==> src/rtl/aes_round_key_buffer.sv <==
// aes_round_key_buffer: loads an AES key schedule as a serial stream and replays it as 128-bit round keys.
// The optional key wipe (zeroise input, zbusy output) is built only when AES_KEYBUF_ZEROISE_EN is defined.
module aes_round_key_buffer #(
    parameter int BUS_W      = 8,
    parameter int NUM_ROUNDS = 10
) (
    input  logic             clock,
    input  logic             reset,
    input  logic             enable,
    input  logic             clear,
    input  logic [BUS_W-1:0] in_data,
    input  logic             in_valid,
    output logic             in_ready,
    output logic             loaded,
    input  logic             start,
    input  logic             dir,
    output logic [127:0]     out_key,
    output logic [3:0]       out_round,
    output logic             out_valid,
    output logic             out_last,
    input  logic             out_ready,
`ifdef AES_KEYBUF_ZEROISE_EN
    input  logic             zeroise,
    output logic             zbusy,
`endif
    output logic [1:0]       dbg_state
);
    localparam int             BEATS     = 128 / BUS_W;
    localparam int             BCW       = (BEATS > 1) ? $clog2(BEATS) : 1;
    localparam logic [BCW-1:0] LAST_BEAT = BCW'(BEATS - 1);
    localparam logic [3:0]     LAST_KEY  = 4'(NUM_ROUNDS);

    typedef enum logic [1:0] {
        S_LOAD = 2'd0,
        S_FULL = 2'd1,
        S_READ = 2'd2,
        S_ZERO = 2'd3
    } state_e;

    state_e         state_q;
    logic [BCW-1:0] beat_q;
    logic [3:0]     kidx_q;
    logic [3:0]     zidx_q;
    logic           dir_q;
    logic [127:0]   asm_q;
    logic [127:0]   asm_d;
    logic [127:0]   out_key_q;
    logic [3:0]     out_round_q;
    logic           out_valid_q;
    logic           out_last_q;
    logic           loaded_q;
    logic [127:0]   key_mem [0:NUM_ROUNDS];

    logic           wipe_req;
    logic           load_fire;
    logic [3:0]     next_round;
    logic [3:0]     end_round;
    logic           key_we;
    logic [3:0]     key_waddr;
    logic [127:0]   key_wdata;

`ifdef AES_KEYBUF_ZEROISE_EN
    assign wipe_req = zeroise;
    assign zbusy    = (state_q == S_ZERO);
`else
    assign wipe_req = 1'b0;
`endif

    // Both ports use plain valid/ready: a beat or key moves on a rising edge where valid, ready
    // and enable are all high; the producer holds its data stable until that edge.
    assign in_ready  = enable & (state_q == S_LOAD);
    assign load_fire = in_valid & in_ready & ~clear & ~wipe_req;

    // Beats enter at the LSB end, so the first beat of a key finishes in the top bits.
    if (BUS_W == 128) begin : g_full_word
        assign asm_d = in_data;
    end else begin : g_shift
        assign asm_d = {asm_q[127-BUS_W:0], in_data};
    end

    assign next_round = dir_q ? (out_round_q - 4'd1) : (out_round_q + 4'd1);
    assign end_round  = dir_q ? 4'd0 : LAST_KEY;

    always_comb begin
        key_we    = 1'b0;
        key_waddr = kidx_q;
        key_wdata = asm_d;
        if (state_q == S_ZERO) begin
            key_we    = 1'b1;
            key_waddr = zidx_q;
            key_wdata = '0;
        end else if (load_fire && (beat_q == LAST_BEAT)) begin
            key_we = 1'b1;
        end
    end

    // Key storage carries no reset so it maps onto plain RAM/flops without a reset net.
    always_ff @(posedge clock) begin
        if (key_we) begin
            key_mem[key_waddr] <= key_wdata;
        end
    end

    always_ff @(posedge clock or posedge reset) begin
        if (reset) begin
            state_q     <= S_LOAD;
            beat_q      <= '0;
            kidx_q      <= '0;
            zidx_q      <= '0;
            dir_q       <= 1'b0;
            asm_q       <= '0;
            out_key_q   <= '0;
            out_round_q <= '0;
            out_valid_q <= 1'b0;
            out_last_q  <= 1'b0;
            loaded_q    <= 1'b0;
        end else if (wipe_req) begin
            state_q     <= S_ZERO;
            zidx_q      <= '0;
            beat_q      <= '0;
            kidx_q      <= '0;
            out_valid_q <= 1'b0;
            out_last_q  <= 1'b0;
            loaded_q    <= 1'b0;
        end else if (state_q == S_ZERO) begin
            if (zidx_q == LAST_KEY) begin
                state_q <= S_LOAD;
                zidx_q  <= '0;
            end else begin
                zidx_q <= zidx_q + 4'd1;
            end
        end else if (clear) begin
            state_q     <= S_LOAD;
            beat_q      <= '0;
            kidx_q      <= '0;
            out_valid_q <= 1'b0;
            out_last_q  <= 1'b0;
            loaded_q    <= 1'b0;
        end else if (enable) begin
            case (state_q)
                S_LOAD: begin
                    if (load_fire) begin
                        asm_q <= asm_d;
                        if (beat_q == LAST_BEAT) begin
                            beat_q <= '0;
                            if (kidx_q == LAST_KEY) begin
                                kidx_q   <= '0;
                                state_q  <= S_FULL;
                                loaded_q <= 1'b1;
                            end else begin
                                kidx_q <= kidx_q + 4'd1;
                            end
                        end else begin
                            beat_q <= beat_q + 1'b1;
                        end
                    end
                end
                S_FULL: begin
                    if (start) begin
                        state_q     <= S_READ;
                        dir_q       <= dir;
                        out_valid_q <= 1'b1;
                        out_last_q  <= 1'b0;
                        out_round_q <= dir ? LAST_KEY : 4'd0;
                        out_key_q   <= key_mem[dir ? LAST_KEY : 4'd0];
                    end
                end
                S_READ: begin
                    if (out_valid_q && out_ready) begin
                        if (out_last_q) begin
                            state_q     <= S_FULL;
                            out_valid_q <= 1'b0;
                            out_last_q  <= 1'b0;
                        end else begin
                            out_round_q <= next_round;
                            out_key_q   <= key_mem[next_round];
                            out_last_q  <= (next_round == end_round);
                        end
                    end
                end
                default: ;
            endcase
        end
    end

    assign loaded    = loaded_q;
    assign out_key   = out_key_q;
    assign out_round = out_round_q;
    assign out_valid = out_valid_q;
    assign out_last  = out_last_q;
    assign dbg_state = state_q;

endmodule

==> config.mk <==
export PLATFORM = sky130hd
export DESIGN_NAME = aes_round_key_buffer
export DESIGN_NICKNAME = d
export VERILOG_FILES = /design/src/rtl/aes_round_key_buffer.sv
export SDC_FILE = /design/constraint.sdc
export NUM_CORES = 2
export LEC_CHECK = 0
export CORE_MARGIN = 4
export CORE_UTILIZATION = 25
export CTS_CLUSTER_DIAMETER = 50
export DETAILED_ROUTE_END_ITERATION = 8
export HOLD_SLACK_MARGIN = 0.02
export SYNTH_ARGS = -nofsm -noshare
export SYNTH_HDL_FRONTEND = slang
export SYNTH_SLANG_ARGS = --single-unit
==> constraint.sdc <==
create_clock -name clock -period 10.59 [get_ports clock]
set_input_delay 1.5885 -clock clock [delete_from_list [all_inputs] [get_ports clock]]
set_output_delay 1.5885 -clock clock [all_outputs]
set_load 0.01 [all_outputs]
==> parameters.txt <==
Parameter                              Value

Die
  Starting utilization of the core area ... approximately a quarter
  Boundary Pins ... 154
  Number of placement rows ... 192
  Die area ... 0.2853 mm^2
  Horizontal die dimension ... 534.2 um
  Height of the die ... 534.2 um
  Core area ... approximately 0.27 mm^2

Global route
  Overflow after GRT ... 0
  Wire length of the first global-routing pass ... 276200 um
  Largest net degree at the start of global routing ... 189
  Total GRT Usage ... 12.68%
  Via count of the first global-routing pass ... 40960
  Initial antenna violation count ... 4

Synthesis
  Synth Area in XOR/XNOR ... 0.07593%
  Yosys top cell area share ... 61.09%
  Library cells used by synthesis ... 53
  Synth Cell Area ... between 0.06 and 0.07 mm^2
  Simple-Gate Fraction of Synth Area ... just over 5%
  Compound-gate portion of the synthesized area ... 10.43%
  Dominant cell type by area after synthesis ... edfxtp_1
  Gate count of the mapped netlist ... roughly 4700
  Avg Cell Area, Syn ... 14.68 um^2
  Share of the yosys chip area belonging to registers ... 70.85%
  Area share of fa/ha/maj cells after synthesis ... 0.1193%
  Net count after synthesis ... 4736
  Main synth FF type ... edfxtp_1
  Number of warning messages in the yosys log ... 0
  Fraction of synthesized area in multiplexers ... between 10% and 20%
  Number of synthesized flops with an enable pin ... 1408
  Synth Register Bits ... 1678
  Largest family of logic cells by synthesized area ... multiplexers
  Cells taking the most area after synthesis ... edfxtp_1 (61%), mux2i_1 (11%), dfrtp_1 (9.8%)
  Fraction of synthesis flops using an asynchronous set or reset pin ... 16.09%

Hold path
  End point of the most critical hold path ... asm_q[116]
  Hold Path Stages ... 2
  Worst min-delay path class ... reg2reg
  Start point of the worst min-delay path ... asm_q[116]

Finish
  Most common cell after layout, fill and taps aside ... edfxtp_1
  Layout Cell Area excl Fill ... 0.07989 mm^2
  Number of nets in the layout ... 4762
  Layout Area Growth over Synthesis ... 15.43%
  Final core utilization ... between 20% and 30%
  Most frequent cells in the layout ... edfxtp_1 (1408), mux2i_1 (769), nand2_1 (632)
  Filler-free cell count of the finished design ... 8562
  Share of final-layout standard cells stronger than drive strength 1 ... ~6.7%

Place
  Routability-driven placement congestion ratio ... 0.7210
  Placed instance area ... 0.07470 mm^2
  Number of cells after detailed placement ... 8263
  Dpl hpwl ... 96790 um
  Port Buffers ... 153
  Setup slack after placement ... a little under 4 ns

Timing
  Slew of the pin with the lowest slew margin ... 1.638 ns
  Unrepaired setup endpoints after global routing ... false
  Clk_skew ... 0.03584 ns
  Relative slew slack ... -9.184%
  WHS ... 0.4810 ns
  Post-route clock period utilization ... 54.94%
  Hold Violations, Final ... 0
  Count of final max-slew check failures ... approximately 120
  Summed negative setup slack over all endpoints ... 0 ns
  Maximum achievable frequency ... 0.1719 GHz
  Post-route setup slack ... ~4.8 ns
  Shortest period the worst path allows ... 5.818 ns
  Final setup violating endpoints ... 0

Clocking
  Number of buffers inserted by post-CTS setup repair ... 0
  Clock tree from TritonCTS ... done
  Clock Pin Slew Worst Setup and Hold Paths ... 0.06 ns
  Number of buffers inserted during clock tree synthesis ... 161
  Max Root-Sink Buffers ... 3
  Clock sink count ... 1678
  CTS-repair resized insts ... 0
  Number of H-tree levels ... 4
  Clock root buffer ... clkbuf_16
  Post-CTS Hold Buffers ... 0
  Clock latency on the worst-skew pair ... between 0.7 and 0.8 ns

Drt
  Count of unresolved DRC violations after routing ... 0
  Average wire length per cell after detail routing ... 21.86 um
  Count of TritonRoute iterations in the first routing pass ... 6
  Vias per Instance ... 4.806
  Number of routed nets with antenna violations ... 0
  DRC violation total after the first TritonRoute iteration ... 3560
  Final routed wirelength across all metal layers ... 187200 um
  Count of vias placed by the detailed router ... 41150

Flow run
  Max-capacitance violation count ... 0

Worst setup path
  R2R Setup Slk ... between 5 and 6 ns
  Critical path capture point type ... flop
  Startpoint-to-endpoint class of the critical path ... in2reg
  Crit Reg-Reg Startpoint ... out_round[0]
  Largest driver fanout on the critical path ... 63
  Arrival time of the worst setup path ... 6.20 ns
  RR Endpoint ... out_key[83]
  Reg2reg path depth ... 7
  Worst endpoint required time ... roughly 11 ns
  Kind of start point of the critical path ... primary input

Outcome
  Status ... complete, but fails checks
  Violations in the final reports ... max-slew violations

Power and ir drop
  PnR Total Power ... 13.48 mW
  Power Dens Cells ... 168.8 mW/mm^2
  Leakage power of the design ... approximately 26 nW
  Worst ir drop on vdd ... 0.1772 mV
## worst max path at each step
stage / startpoint / endpoint / cells after the start
after floorplan: reset / asm_q[0] / 1
after global placement: clear / key_mem[2][7] / 8
after detailed placement: clear / key_mem[2][20] / 8
after CTS: clear / key_mem[2][43] / 8
after global routing: clear / key_mem[2][43] / 8
final: clear / key_mem[2][43] / 8
## worst max-delay path: stages
cell and delay, ns:
clkdlybuf4s50_1 0.72, and2b_1 0.49, and3_4 0.74, a32oi_1 0.40, nand2b_1 0.38, nor2_4 0.14
buf_4 0.65, buf_4 0.90
## kinds of logic (layout without fill, tap and decap cells)
group | count (synthesis) | after routing
adder cells (fa/ha/maj) | 6 | 6
multiplexers | 773 | 773
AND/OR/NAND/NOR | 825 | 825
XOR/XNOR | 6 | 6
other | 0 | 2
flip-flops | 1678 | 1678
buffers and inverters | 353 | 513
AO/OA/AOI/OAI | 1073 | 1073
## metal layers
metal	up-vias	share of wire, %	global-route usage, %
met5	-	0	0
met4	0	2.6	4.067
met3	257	7.0	2.375
met2	1438	45	19.87
met1	21191	45	17.69
li1	18264	-	-
## layout make-up
type | count | area, um^2
fill | 27216 | 194700
sequential | 1678 | 49040
multi-input combinational | 2683 | 18830
tap | 3686 | 4612
clock buffer | 232 | 4611
timing repair buffer | 211 | 2196
clock inverter | 65 | 571.8
inverter | 5 | 26.28
antenna | 2 | 5.005
## Yosys cell counts (all sizes together) (2+ instances only)
cell type	count
a2111oi	128
a211oi	127
a21o	3
a21oi	265
a22oi	256
a31oi	2
a41oi	2
and2	131
and3	4
buf	145
clkbuf	203
dfrtp	270
edfxtp	1408
ha	5
inv	5
mux2	4
mux2i	769
nand2	633
nand2b	6
nand3	7
nand3b	3
nor2	18
nor2b	7
nor3	6
nor3b	2
o211ai	2
o21ai	146
o22ai	3
o31ai	130
or3	3
xnor2	5
## registers in the layout, indices dropped and copies added, names as in the netlist
signal	count
asm_q	120
beat_q	4
dbg_state	2
dir_q	1
key_mem	1408
kidx_q	4
loaded	1
out_key	128
out_last	1
out_round	4
out_valid	1
zidx_q	4
## power by group
part / total [mW] / switching (mW) / internal, mW / leakage [nW]
sequential: 7.44 / 0.0752 / 7.36 / 17.0
combinational: 0.363 / 0.283 / 0.0794 / 6.27
clock: 5.69 / 2.46 / 3.23 / 2.54
(Power assumes the default switching activity.)
